===== src/rtl/dispatch_rr4_if.sv =====
// dispatch_rr4_if: token handshake and demux-control bundle for dispatch_rr4.
//   in_valid / in_ready : token offer and acceptance
//   ch_mask             : per-channel eligibility
//   done                : per-channel credit return pulses
//   drain               : level request to stop intake and wait for all credits
//   E / sel             : demux enable pulse and channel select
//   busy                : per-channel "no credits left" flags
//   drained / err       : drain complete, sticky credit-overflow flag
// Modports: master = token source / credit returner, slave = dispatcher.
interface dispatch_rr4_if;
  logic       in_valid;
  logic       in_ready;
  logic [3:0] ch_mask;
  logic [3:0] done;
  logic       drain;
  logic       E;
  logic [1:0] sel;
  logic [3:0] busy;
  logic       drained;
  logic       err;

  modport master (
    output in_valid,
    output ch_mask,
    output done,
    output drain,
    input  in_ready,
    input  E,
    input  sel,
    input  busy,
    input  drained,
    input  err
  );

  modport slave (
    input  in_valid,
    input  ch_mask,
    input  done,
    input  drain,
    output in_ready,
    output E,
    output sel,
    output busy,
    output drained,
    output err
  );
endinterface


===== src/rtl/dispatch_rr4.sv =====
// dispatch_rr4: round-robin token dispatcher driving a 1-to-4 demux (E/sel).
// Each accepted token goes to the first eligible channel at or after the rotating
// pointer; per-channel credit counters bound the outstanding tokens per channel.
// A drain request stops intake and reports when every credit has come home.
// Ports:
//   clk   : rising-edge clock
//   rst_n : asynchronous active-low reset
//   bus   : dispatch_rr4_if.slave (handshake, mask, credit returns, demux control, status)
module dispatch_rr4 #(
  parameter  int unsigned CREDITS = 2,
  localparam int unsigned CW      = $clog2(CREDITS + 1)
) (
  input logic           clk,
  input logic           rst_n,
  dispatch_rr4_if.slave bus
);

  typedef logic [CW-1:0] cnt_t;
  localparam cnt_t CntMax = cnt_t'(CREDITS);

  typedef enum logic [1:0] {
    StRun   = 2'd0,
    StDrain = 2'd1,
    StDone  = 2'd2
  } state_e;

  state_e     state_q, state_d;
  cnt_t       cnt_q [4];
  cnt_t       cnt_d [4];
  logic [1:0] ptr_q, ptr_d;
  logic       e_q, e_d;
  logic [1:0] sel_q, sel_d;
  logic       err_q, err_d;

  logic [3:0] zero_cnt;
  logic [3:0] elig;
  logic       any_elig;
  logic [1:0] pick;
  logic       ready_int;
  logic       hs;
  logic       err_set;
  logic       all_full_d;

  // Eligibility and rotating pick from registered credits and live mask.
  always_comb begin
    logic [1:0] idx;
    idx = '0;
    for (int i = 0; i < 4; i++) begin
      zero_cnt[i] = (cnt_q[i] == '0);
    end
    elig     = bus.ch_mask & ~zero_cnt;
    any_elig = |elig;
    pick     = ptr_q;
    // Walk from farthest to nearest so the nearest eligible offset wins.
    for (int k = 3; k >= 0; k--) begin
      idx = ptr_q + 2'(k);
      if (elig[idx]) begin
        pick = idx;
      end
    end
  end

  assign ready_int = (state_q == StRun) && any_elig;
  assign hs        = bus.in_valid && ready_int;

  // Credit bookkeeping: same-cycle dispatch and return to one channel cancel out;
  // a return to a full channel is dropped and flagged.
  always_comb begin
    logic dec;
    logic inc;
    dec        = 1'b0;
    inc        = 1'b0;
    err_set    = 1'b0;
    all_full_d = 1'b1;
    for (int i = 0; i < 4; i++) begin
      dec      = hs && (pick == 2'(i));
      inc      = bus.done[i];
      cnt_d[i] = cnt_q[i];
      if (dec && !inc) begin
        cnt_d[i] = cnt_q[i] - cnt_t'(1);
      end else if (!dec && inc) begin
        if (cnt_q[i] == CntMax) begin
          err_set = 1'b1;
        end else begin
          cnt_d[i] = cnt_q[i] + cnt_t'(1);
        end
      end
      if (cnt_d[i] != CntMax) begin
        all_full_d = 1'b0;
      end
    end
  end

  // Pointer, demux control and sticky error.
  always_comb begin
    ptr_d = ptr_q;
    sel_d = sel_q;
    e_d   = hs;
    err_d = err_q | err_set;
    if (hs) begin
      ptr_d = pick + 2'd1;
      sel_d = pick;
    end
  end

  // Drain FSM. DONE is entered on the edge that completes the last credit return,
  // so drained rises one cycle after the final done pulse.
  always_comb begin
    state_d = state_q;
    unique case (state_q)
      StRun: begin
        if (bus.drain) state_d = StDrain;
      end
      StDrain: begin
        if (!bus.drain)     state_d = StRun;
        else if (all_full_d) state_d = StDone;
      end
      StDone: begin
        if (!bus.drain) state_d = StRun;
      end
      default: state_d = StRun;
    endcase
  end

  always_ff @(posedge clk or negedge rst_n) begin
    if (!rst_n) begin
      state_q <= StRun;
      ptr_q   <= '0;
      e_q     <= 1'b0;
      sel_q   <= '0;
      err_q   <= 1'b0;
      for (int i = 0; i < 4; i++) begin
        cnt_q[i] <= CntMax;
      end
    end else begin
      state_q <= state_d;
      ptr_q   <= ptr_d;
      e_q     <= e_d;
      sel_q   <= sel_d;
      err_q   <= err_d;
      for (int i = 0; i < 4; i++) begin
        cnt_q[i] <= cnt_d[i];
      end
    end
  end

  // rst_n gates in_ready so nothing is offered while reset is held.
  assign bus.in_ready = rst_n && ready_int;
  assign bus.E        = e_q;
  assign bus.sel      = sel_q;
  assign bus.busy     = zero_cnt;
  assign bus.drained  = (state_q == StDone);
  assign bus.err      = err_q;

endmodule


===== src/flat_wrapper.sv =====
// flat-port wrapper written by rule: the top's interface ports become plain ports
module dispatch_rr4_flat 
#(
  parameter  int unsigned CREDITS = 2,
  localparam int unsigned CW      = $clog2(CREDITS + 1)
)
  (clk, rst_n, bus_in_valid, bus_ch_mask, bus_done, bus_drain, bus_in_ready, bus_E, bus_sel, bus_busy, bus_drained, bus_err);
  dispatch_rr4_if bus_i ();
  input logic clk;
  input logic rst_n;
  input wire logic [$bits(bus_i.in_valid)-1:0] bus_in_valid;
  input wire logic [$bits(bus_i.ch_mask)-1:0] bus_ch_mask;
  input wire logic [$bits(bus_i.done)-1:0] bus_done;
  input wire logic [$bits(bus_i.drain)-1:0] bus_drain;
  output wire logic [$bits(bus_i.in_ready)-1:0] bus_in_ready;
  output wire logic [$bits(bus_i.E)-1:0] bus_E;
  output wire logic [$bits(bus_i.sel)-1:0] bus_sel;
  output wire logic [$bits(bus_i.busy)-1:0] bus_busy;
  output wire logic [$bits(bus_i.drained)-1:0] bus_drained;
  output wire logic [$bits(bus_i.err)-1:0] bus_err;
  assign bus_i.in_valid = bus_in_valid;
  assign bus_i.ch_mask = bus_ch_mask;
  assign bus_i.done = bus_done;
  assign bus_i.drain = bus_drain;
  assign bus_in_ready = bus_i.in_ready;
  assign bus_E = bus_i.E;
  assign bus_sel = bus_i.sel;
  assign bus_busy = bus_i.busy;
  assign bus_drained = bus_i.drained;
  assign bus_err = bus_i.err;
  dispatch_rr4 #(.CREDITS(CREDITS)) u_core (.clk(clk), .rst_n(rst_n), .bus(bus_i));
endmodule

===== config.mk =====
export PLATFORM = sky130hd
export DESIGN_NAME = dispatch_rr4_flat
export DESIGN_NICKNAME = d
export VERILOG_FILES = /design/src/rtl/dispatch_rr4_if.sv /design/src/rtl/dispatch_rr4.sv /design/src/flat_wrapper.sv
export SDC_FILE = /design/constraint.sdc
export NUM_CORES = 1
export LEC_CHECK = 0
export BUFFER_PORTS_ARGS = -buffer_cell sky130_fd_sc_hd__clkbuf_2
export CAP_MARGIN = 20
export CORE_MARGIN = 2
export CORE_UTILIZATION = 35
export CTS_BUF_LIST = sky130_fd_sc_hd__clkbuf_2 sky130_fd_sc_hd__clkbuf_4 sky130_fd_sc_hd__clkbuf_8
export DETAILED_ROUTE_END_ITERATION = 12
export HOLD_SLACK_MARGIN = 0.1
export PLACE_DENSITY = 0.59
export SLEW_MARGIN = 5
export SYNTH_ARGS = -nofsm -noshare
export SYNTH_HDL_FRONTEND = slang
export SYNTH_SLANG_ARGS = --single-unit

===== constraint.sdc =====
create_clock -name clk -period 4.4 [get_ports clk]
set_clock_uncertainty 0.05 [all_clocks]
set_input_delay 0.44 -clock clk [delete_from_list [all_inputs] [get_ports clk]]
set_output_delay 0.44 -clock clk [all_outputs]
set_load 0.05 [all_outputs]

# After elaboration in Yosys (flattened, before gate mapping)

Cells that the tools add are included.

Bits in registers: 16
Latch bits: 0
Bits in writable memories: 0
Memory bits (read-only): 0
Input port bits: 12
Output and inout bits: 10
Word-level logic and storage cells: 120
Memories kept: 0

$add $sub $neg: 12
Multipliers: 0
Divide/modulo/power cells: 0
Order comparisons: 4
Equality and inequality tests: 16
Shift operators: 0
Mux-type cells: 45
Bitwise logic cells: 3
Reductions and logical operators: 31

Operators with widths:

| kind                  | number |
|---|---|
| $mux W2               | 20 |
| $mux W1               | 20 |
| $logic_and A1 B1 Y1   | 15 |
| $eq A2 B2 Y1 const B  | 7 |
| $add A2 B1 Y2 const B | 6 |
| $logic_not A2 Y1      | 6 |
| $lt A2 B3 Y1 const B  | 4 |
| $ne A2 B2 Y1 const B  | 6 |
| $bmux W1 S2           | 4 |
| $logic_not A1 Y1      | 8 |
| $sub A2 B1 Y2 const B | 4 |
| $pmux W2 S3           | 1 |
| $add A2 B2 Y2 const B | 2 |
| $and A4 B4 Y4         | 1 |
| $eq A2 B1 Y1 const B  | 2 |
| $not A4 Y4            | 1 |
| $reduce_or A4 Y1      | 1 |
| $ne A3 B2 Y1 const B  | 1 |
| $reduce_and A3 Y1     | 1 |
| $or A1 B1 Y1          | 1 |

# Logic depth before layout (Yosys ltp)

Gate-level depths: netlist of run 1.

Word-level depth: 25
Gate-level depth with buffers: 15
Gate-level depth less buffers: 15

# Least setup slack after synthesis of run 1

No wires, ideal clock.

Path type: register to register
Start point: register u_core.cnt_q[1] (netlist bit)
End point: register u_core.state_q[0]
Library setup time: 126 ps
Arrival time: 3675 ps
Data required time: 4224 ps
Slack: 549 ps
Stages on the path, launching flop included: 15
Buffers on the path: 1
Clock period less this slack: 3851 ps
Path through: dfstp_2 -> inv_1 -> ha_1 -> nor2b_1 -> buf_6 -> nor3_1 -> o21a_1 -> o21ai_0 -> ha_1 -> and4bb_2 -> o41ai_2 -> maj3_1 -> o22ai_1 -> or4b_1 -> o311a_1

RTL lines:

| element                          | RTL line            | RTL |
|---|---|---|
| start: declaration               | dispatch_rr4.sv:28  | `cnt_t cnt_q [4];` |
| start signal: indexed assignment | dispatch_rr4.sv:133 | `cnt_q[i] <= CntMax;` |
| start signal: indexed assignment | dispatch_rr4.sv:142 | `cnt_q[i] <= cnt_d[i];` |
| end signal: assignment           | dispatch_rr4.sv:127 | `state_q <= StRun;` |
| end signal: assignment           | dispatch_rr4.sv:136 | `state_q <= state_d;` |
| end: declaration                 | dispatch_rr4.sv:27  | `state_e state_q, state_d;` |

==> results of run 1 <==
==> state kept, by name, indices dropped and copies added (netlist names) <==
name,flops
u_core.bus.E,1
u_core.ptr_q,2
u_core.bus.sel,2
u_core.state_q,2
u_core.cnt_q,8
u_core.bus.err,1
==> power breakdown <==
group,internal (mW),leakage (nW),switching [mW],total (mW)
Combinational,0.225,0.477,0.386,0.611
Clock,0.0504,0.0210,0.0506,0.101
Sequential,0.220,0.186,0.0468,0.267
==> layout make-up <==
type                            instances  share of cell area, %
Multi-Input combinational cell         93                   52.7
Timing Repair Buffer                   24                   9.12
Inverter                               12                   3.16
Clock buffer                            4                   2.54
Sequential cell                        16                   28.4
Tap cell                               46                   4.04
==> cell families after synthesis <==
group           count (synthesis)  synth area share (%)
xor+xnor                        4                  2.87
simple gates                   42                  20.0
fa+ha+maj                      13                  13.1
flops                          16                  33.2
compound gates                 24                  17.1
buf+inv                        15                  5.32
mux                            10                  8.50
==> through the flow <==
step	util [%]	setup slack, ns	power (mW)	cell area (µm²)
floorplan	-	0.549	0.747	1220
global placement	41.4	0.568	0.858	1380
detailed placement	41.4	0.369	0.880	1380
CTS	42.7	0.350	0.985	1430
global route	42.7	0.0866	1.08	1430
finish	42.7	0.351	0.979	1430
==> cell usage in the layout, fill, tap and decap left out, drive strengths merged, types with 2 or more instances in the layout <==
cell	instances
o221a	3
inv	12
buf	2
o41ai	5
o21ai	6
mux2i	7
or3	2
clkbuf	25
dfstp	4
nand2b	4
nand2	9
ha	12
nand3	4
xnor2	4
and4bb	2
nor2	8
nor2b	3
dfrtp	12
mux2	3
nor4bb	2
a21oi	4
==> per-layer routing <==
metal | track usage, % | vias to the layer above | part of all wire [%]
met5 | 0 | - | 0
li1 | - | 495 | -
met2 | 25.5 | 14 | 48
met4 | 6.67 | 0 | 1.7
met3 | 1.79 | 4 | 2.1
met1 | 19.3 | 483 | 48
==> worst paths after layout <==
path | from | to | slack, ns | cells past startpoint
min in group asynchronous | rst_n | u_core.bus.E | 0.57 | 2
max reg2reg | u_core.cnt_q[3] | u_core.state_q[1] | 0.35 | 13
min | bus_done[2] | u_core.cnt_q[3] | 0.35 | 2
max in group asynchronous | rst_n | u_core.cnt_q[1] | 3.40 | 2
max | u_core.cnt_q[3] | u_core.state_q[1] | 0.35 | 13
min reg2reg | u_core.bus.sel[0] | u_core.bus.sel[0] | 0.44 | 2
==> worst max-delay path, cell delays in order, from the launching register on <==
cell	delay, ns
sky130_fd_sc_hd__dfstp_2	0.56
sky130_fd_sc_hd__inv_1	0.05
sky130_fd_sc_hd__ha_1	0.22
sky130_fd_sc_hd__and2b_1	0.39
sky130_fd_sc_hd__nor3_1	0.08
sky130_fd_sc_hd__o21a_1	0.17
sky130_fd_sc_hd__o21ai_0	0.41
sky130_fd_sc_hd__ha_1	0.23
sky130_fd_sc_hd__and4bb_2	0.23
sky130_fd_sc_hd__o41ai_2	0.13
sky130_fd_sc_hd__maj3_1	0.39
sky130_fd_sc_hd__o22ai_1	0.19
sky130_fd_sc_hd__or4b_1	0.51
sky130_fd_sc_hd__o41ai_1	0.31
==> reports/metrics.cfg, run 1 <==
[placement]
finalWeightedCongestion=0.843
place.port_buffers=21
post-place-cells=190
hpwl_mm=2.18

[synth]
synthDominantAreaCellType=sky130_fd_sc_hd__dfrtp_1
yosysTopAreaCellShare_pct=24.6
synth-main-ff-cell=sky130_fd_sc_hd__dfrtp_1
netlist_instances=124
synth_nets=148
yosys-top-cells-area=sky130_fd_sc_hd__dfrtp_1 (25%), sky130_fd_sc_hd__ha_1 (12%), sky130_fd_sc_hd__dfstp_2 (8.6%)
netlist_area_um2=1220
synth_warn=0
synth-edff-count=0
post_synth_cell_types=41
synth.cells.most_frequent=sky130_fd_sc_hd__dfrtp_1 (12), sky130_fd_sc_hd__ha_1 (12), sky130_fd_sc_hd__inv_1 (12)
asyncSetResetFlopFracSynth_pct=100
seq_total_area_yosys_pct=33.2
synth_seq_cells=16
syn_area_per_cell_um2=9.86

[sta]
timing.max_slew.rel_slack_pct=41.6
final.min_clock_period_ns=4.05
grt_setup_unrepaired=false
layout_worst_path_cycle_share_pct=92.0
tns_ns=0
setup-violations-final=0
tightestPinTransition_ns=0.865
report.final.slew_viol_count=0
hold_viol=0
clock.fmax_ghz=0.247
worst_hold_slack_ns=0.349

[die]
die_w_um=63.1
initial_utilization_pct=36.6
design.die.area_um2=3980
die_y_um=63.1
rows=21
design.portCount=22
core_area_um2=3340

[power_and_ir_drop]
vdd_drop_max_mv=0.221
cellLeakagePower_nw=0.684
power-per-cell-area_nw_per_um2=686

[final_layout]
seqCellArea_um2=405
stdcell_count=195
final_net_count=174
drive_gt1_share_pct=28.2
multi_input_comb_area_um2=752
nFillCells=363
area_growth_syn_to_layout_pct=16.7
antennaDiodeCount=0

[clocking]
cts_buffers=3
cts_htree_levels=1
post_cts_setup_buffer_count=0
clk_root_buffer_cell=sky130_fd_sc_hd__clkbuf_4
cts_resized=0
clk_transition_reported_paths_ns=0.10
cts_tree=built
holdBufCountCts=1
clk-insertion-delay-late_ns=0.29
cts.path.max_buffers=2
cts.sink_count=16

[route]
detail_route.iter0.violations=26
detail_route.first_pass.iterations=4
drt-wirelength-per-cell_um=14.1
vias_per_cell=5.11
ant_nets=0
drt-total-wl_mm=2.74
drt_drc_violations_left=0
vias=996

[setup_path]
crit_path_end_kind=flop
worst_endpoint_required_time_ns=4.53
maximum_net_fanout_on_the_critical_path=6
setup.worst_path.class=reg2reg
cp-start-kind=flop
arrival_ns=4.17

[flow_run]
max-cap-violations=0

[grt]
wire_length_of_the_first_global_routing_pass_mm=4.73
antenna_found_initial=0
via_count_of_the_first_global_routing_pass=1011
total_global_routing_overflow=0
track_usage_pct=15.1
largest_net_degree_at_the_start_of_global_routing=18

[outcome]
run_status=finished, final reports clean

[worst_hold_path]
hold_path_class=in2reg

No activity file was read; power rests on OpenSTA's default activity.
==> run 2, diff against run 1 <==
- RECOVER_POWER: not set -> 100
==> reports/metrics.cfg, run 2 (same netlist as run 1, synthesis figures left out) <==
[route]
detail_route.first_pass.iterations=4
vias_per_cell=5.09
ant_nets=0
detail_route.iter0.violations=21
vias=993
drt-total-wl_mm=2.73
drt-wirelength-per-cell_um=14.0
drt_drc_violations_left=0

[die]
initial_utilization_pct=36.6
design.portCount=22
die_y_um=63.1
die_w_um=63.1
rows=21
design.die.area_um2=3980
core_area_um2=3340

[power_and_ir_drop]
total_switching_power_uw=470
cellLeakagePower_nw=0.638
fraction_of_power_consumed_by_sequential_logic_pct=27.9
power.share.combinational_pct=61.5
sw_frac_of_total_pct=49.5
power-per-cell-area_nw_per_um2=687
power.internal_uw=479
vdd_drop_max_mv=0.199
pwr-share-clk_pct=10.6

[placement]
post-place-cells=190
place.port_buffers=21
finalWeightedCongestion=0.843
hpwl_mm=2.18

[final_layout]
final_net_count=174
area_growth_syn_to_layout_pct=13.1
multi_input_comb_area_um2=726
seqCellArea_um2=405
regMostFlops=u_core.cnt_q
nFillCells=374
drive_gt1_share_pct=18.1
antennaDiodeCount=0
commonest_non_fill_non_tap_cells_in_the_layout=sky130_fd_sc_hd__inv_1 (12), sky130_fd_sc_hd__ha_1 (12), sky130_fd_sc_hd__clkbuf_1 (12), sky130_fd_sc_hd__dfrtp_1 (12), sky130_fd_sc_hd__clkbuf_2 (10)
stdcell_count=195
largest_register_ff_count=8

[setup_path]
cp-start-kind=flop
path_delay_family=compound AO/OA/AOI/OAI gates
slowest_stage=sky130_fd_sc_hd__dfstp_1
path_cells=inv_1 > ha_1 > nor2b_1 > o21ai_0 > o21a_1 > o21ai_0 > ha_1 > and4bb_2 > o41ai_2 > maj3_1 > o22ai_1 > or4b_1 > o41ai_1
crit_path_end_kind=flop
timing.reg2reg.setup_slack_ns=0.40
crit_start=u_core.cnt_q[1]
worst_endpoint_required_time_ns=4.52
regToRegStartpoint=u_core.cnt_q[1]
maximum_net_fanout_on_the_critical_path=7
arrival_ns=4.12
critical-path-max-stage-delay_ns=0.57
setup.worst_path.class=reg2reg
timing.critical_path.buf_inv=1

[grt]
via_count_of_the_first_global_routing_pass=1011
track_usage_pct=15.1
wire_length_of_the_first_global_routing_pass_mm=4.73
largest_net_degree_at_the_start_of_global_routing=18
antenna_found_initial=0
total_global_routing_overflow=0

[sta]
grt_setup_unrepaired=false
setup-violations-final=0
hold_viol=0
report.final.slew_viol_count=0
clock.fmax_ghz=0.250
tns_ns=0
timing.max_slew.rel_slack_pct=27.2
final.min_clock_period_ns=4.00
tightestPinTransition_ns=1.08
layout_worst_path_cycle_share_pct=90.9

[clocking]
cts_htree_levels=1
cts.sink_count=16
clk_transition_reported_paths_ns=0.10
clk_root_buffer_cell=sky130_fd_sc_hd__clkbuf_4
post_cts_setup_buffer_count=0
cts_tree=built
cts.path.max_buffers=2
clk-insertion-delay-late_ns=0.29
cts_buffers=3

[outcome]
run_status=finished, final reports clean

[worst_hold_path]
hold_start=bus_done[2]
hold_path_class=in2reg

[flow_run]
max-cap-violations=0

## run 2: worst register-to-register path: stages, from the launching register on
cell                       delay, ns
sky130_fd_sc_hd__dfstp_1        0.57
sky130_fd_sc_hd__inv_1          0.09
sky130_fd_sc_hd__ha_1           0.21
sky130_fd_sc_hd__nor2b_1        0.34
sky130_fd_sc_hd__o21ai_0        0.16
sky130_fd_sc_hd__o21a_1         0.12
sky130_fd_sc_hd__o21ai_0        0.38
sky130_fd_sc_hd__ha_1           0.23
sky130_fd_sc_hd__and4bb_2       0.23
sky130_fd_sc_hd__o41ai_2        0.13
sky130_fd_sc_hd__maj3_1         0.38
sky130_fd_sc_hd__o22ai_1        0.19
sky130_fd_sc_hd__or4b_1         0.50
sky130_fd_sc_hd__o41ai_1        0.30
## run 2: path summary, 6_finish.rpt
kind | endpoint | depth (start not counted)
max reg2reg | u_core.state_q[1] | 13
max in group asynchronous | u_core.cnt_q[4] | 2
max | u_core.state_q[1] | 13
min in group asynchronous | u_core.bus.E | 2
min reg2reg | u_core.bus.sel[0] | 2
min | u_core.cnt_q[3] | 2
## run 2: stage by stage
stage	util [%]	cell area (µm²)	power (mW)	hold WS, ns	setup WS (ns)
after global placement	41.4	1380	0.858	0.339	0.568
final	41.4	1380	0.950	0.350	0.402
after floorplan	-	1220	0.747	0.0944	0.549
after detailed placement	41.4	1380	0.880	0.349	0.369
after global routing	41.4	1380	1.05	0.343	0.0599
after CTS	42.7	1430	0.985	0.346	0.350
## run 2: cell type report
type	count	area share (%)
inverters	12	3.26
well taps	46	4.16
multi-input cells	93	52.5
repair buffers	24	8.14
flip-flops and latches	16	29.3
clock buffers	4	2.62
## run 2: metal layers
layer  GRT usage, %  share of wire [%]  wire, µm
met1           19.3                 47      1280
met2           25.5                 49      1340
met3           1.79                2.7        73
met4           6.67                1.2        34
met5              0                  0         0
## run 2: timing repair
item,CTS,global route
endpoints found under the hold margin,12,0
resized for setup,0,0
hold buffers,1,0
## run 2: power by group through the flow
stage	logic, mW	registers, mW	clock network [mW]
floorplan	0.455	0.292	0
global placement	0.592	0.266	0
detailed placement	0.611	0.269	0
CTS	0.615	0.267	0.103
global route	0.665	0.273	0.112
finish	0.584	0.265	0.100
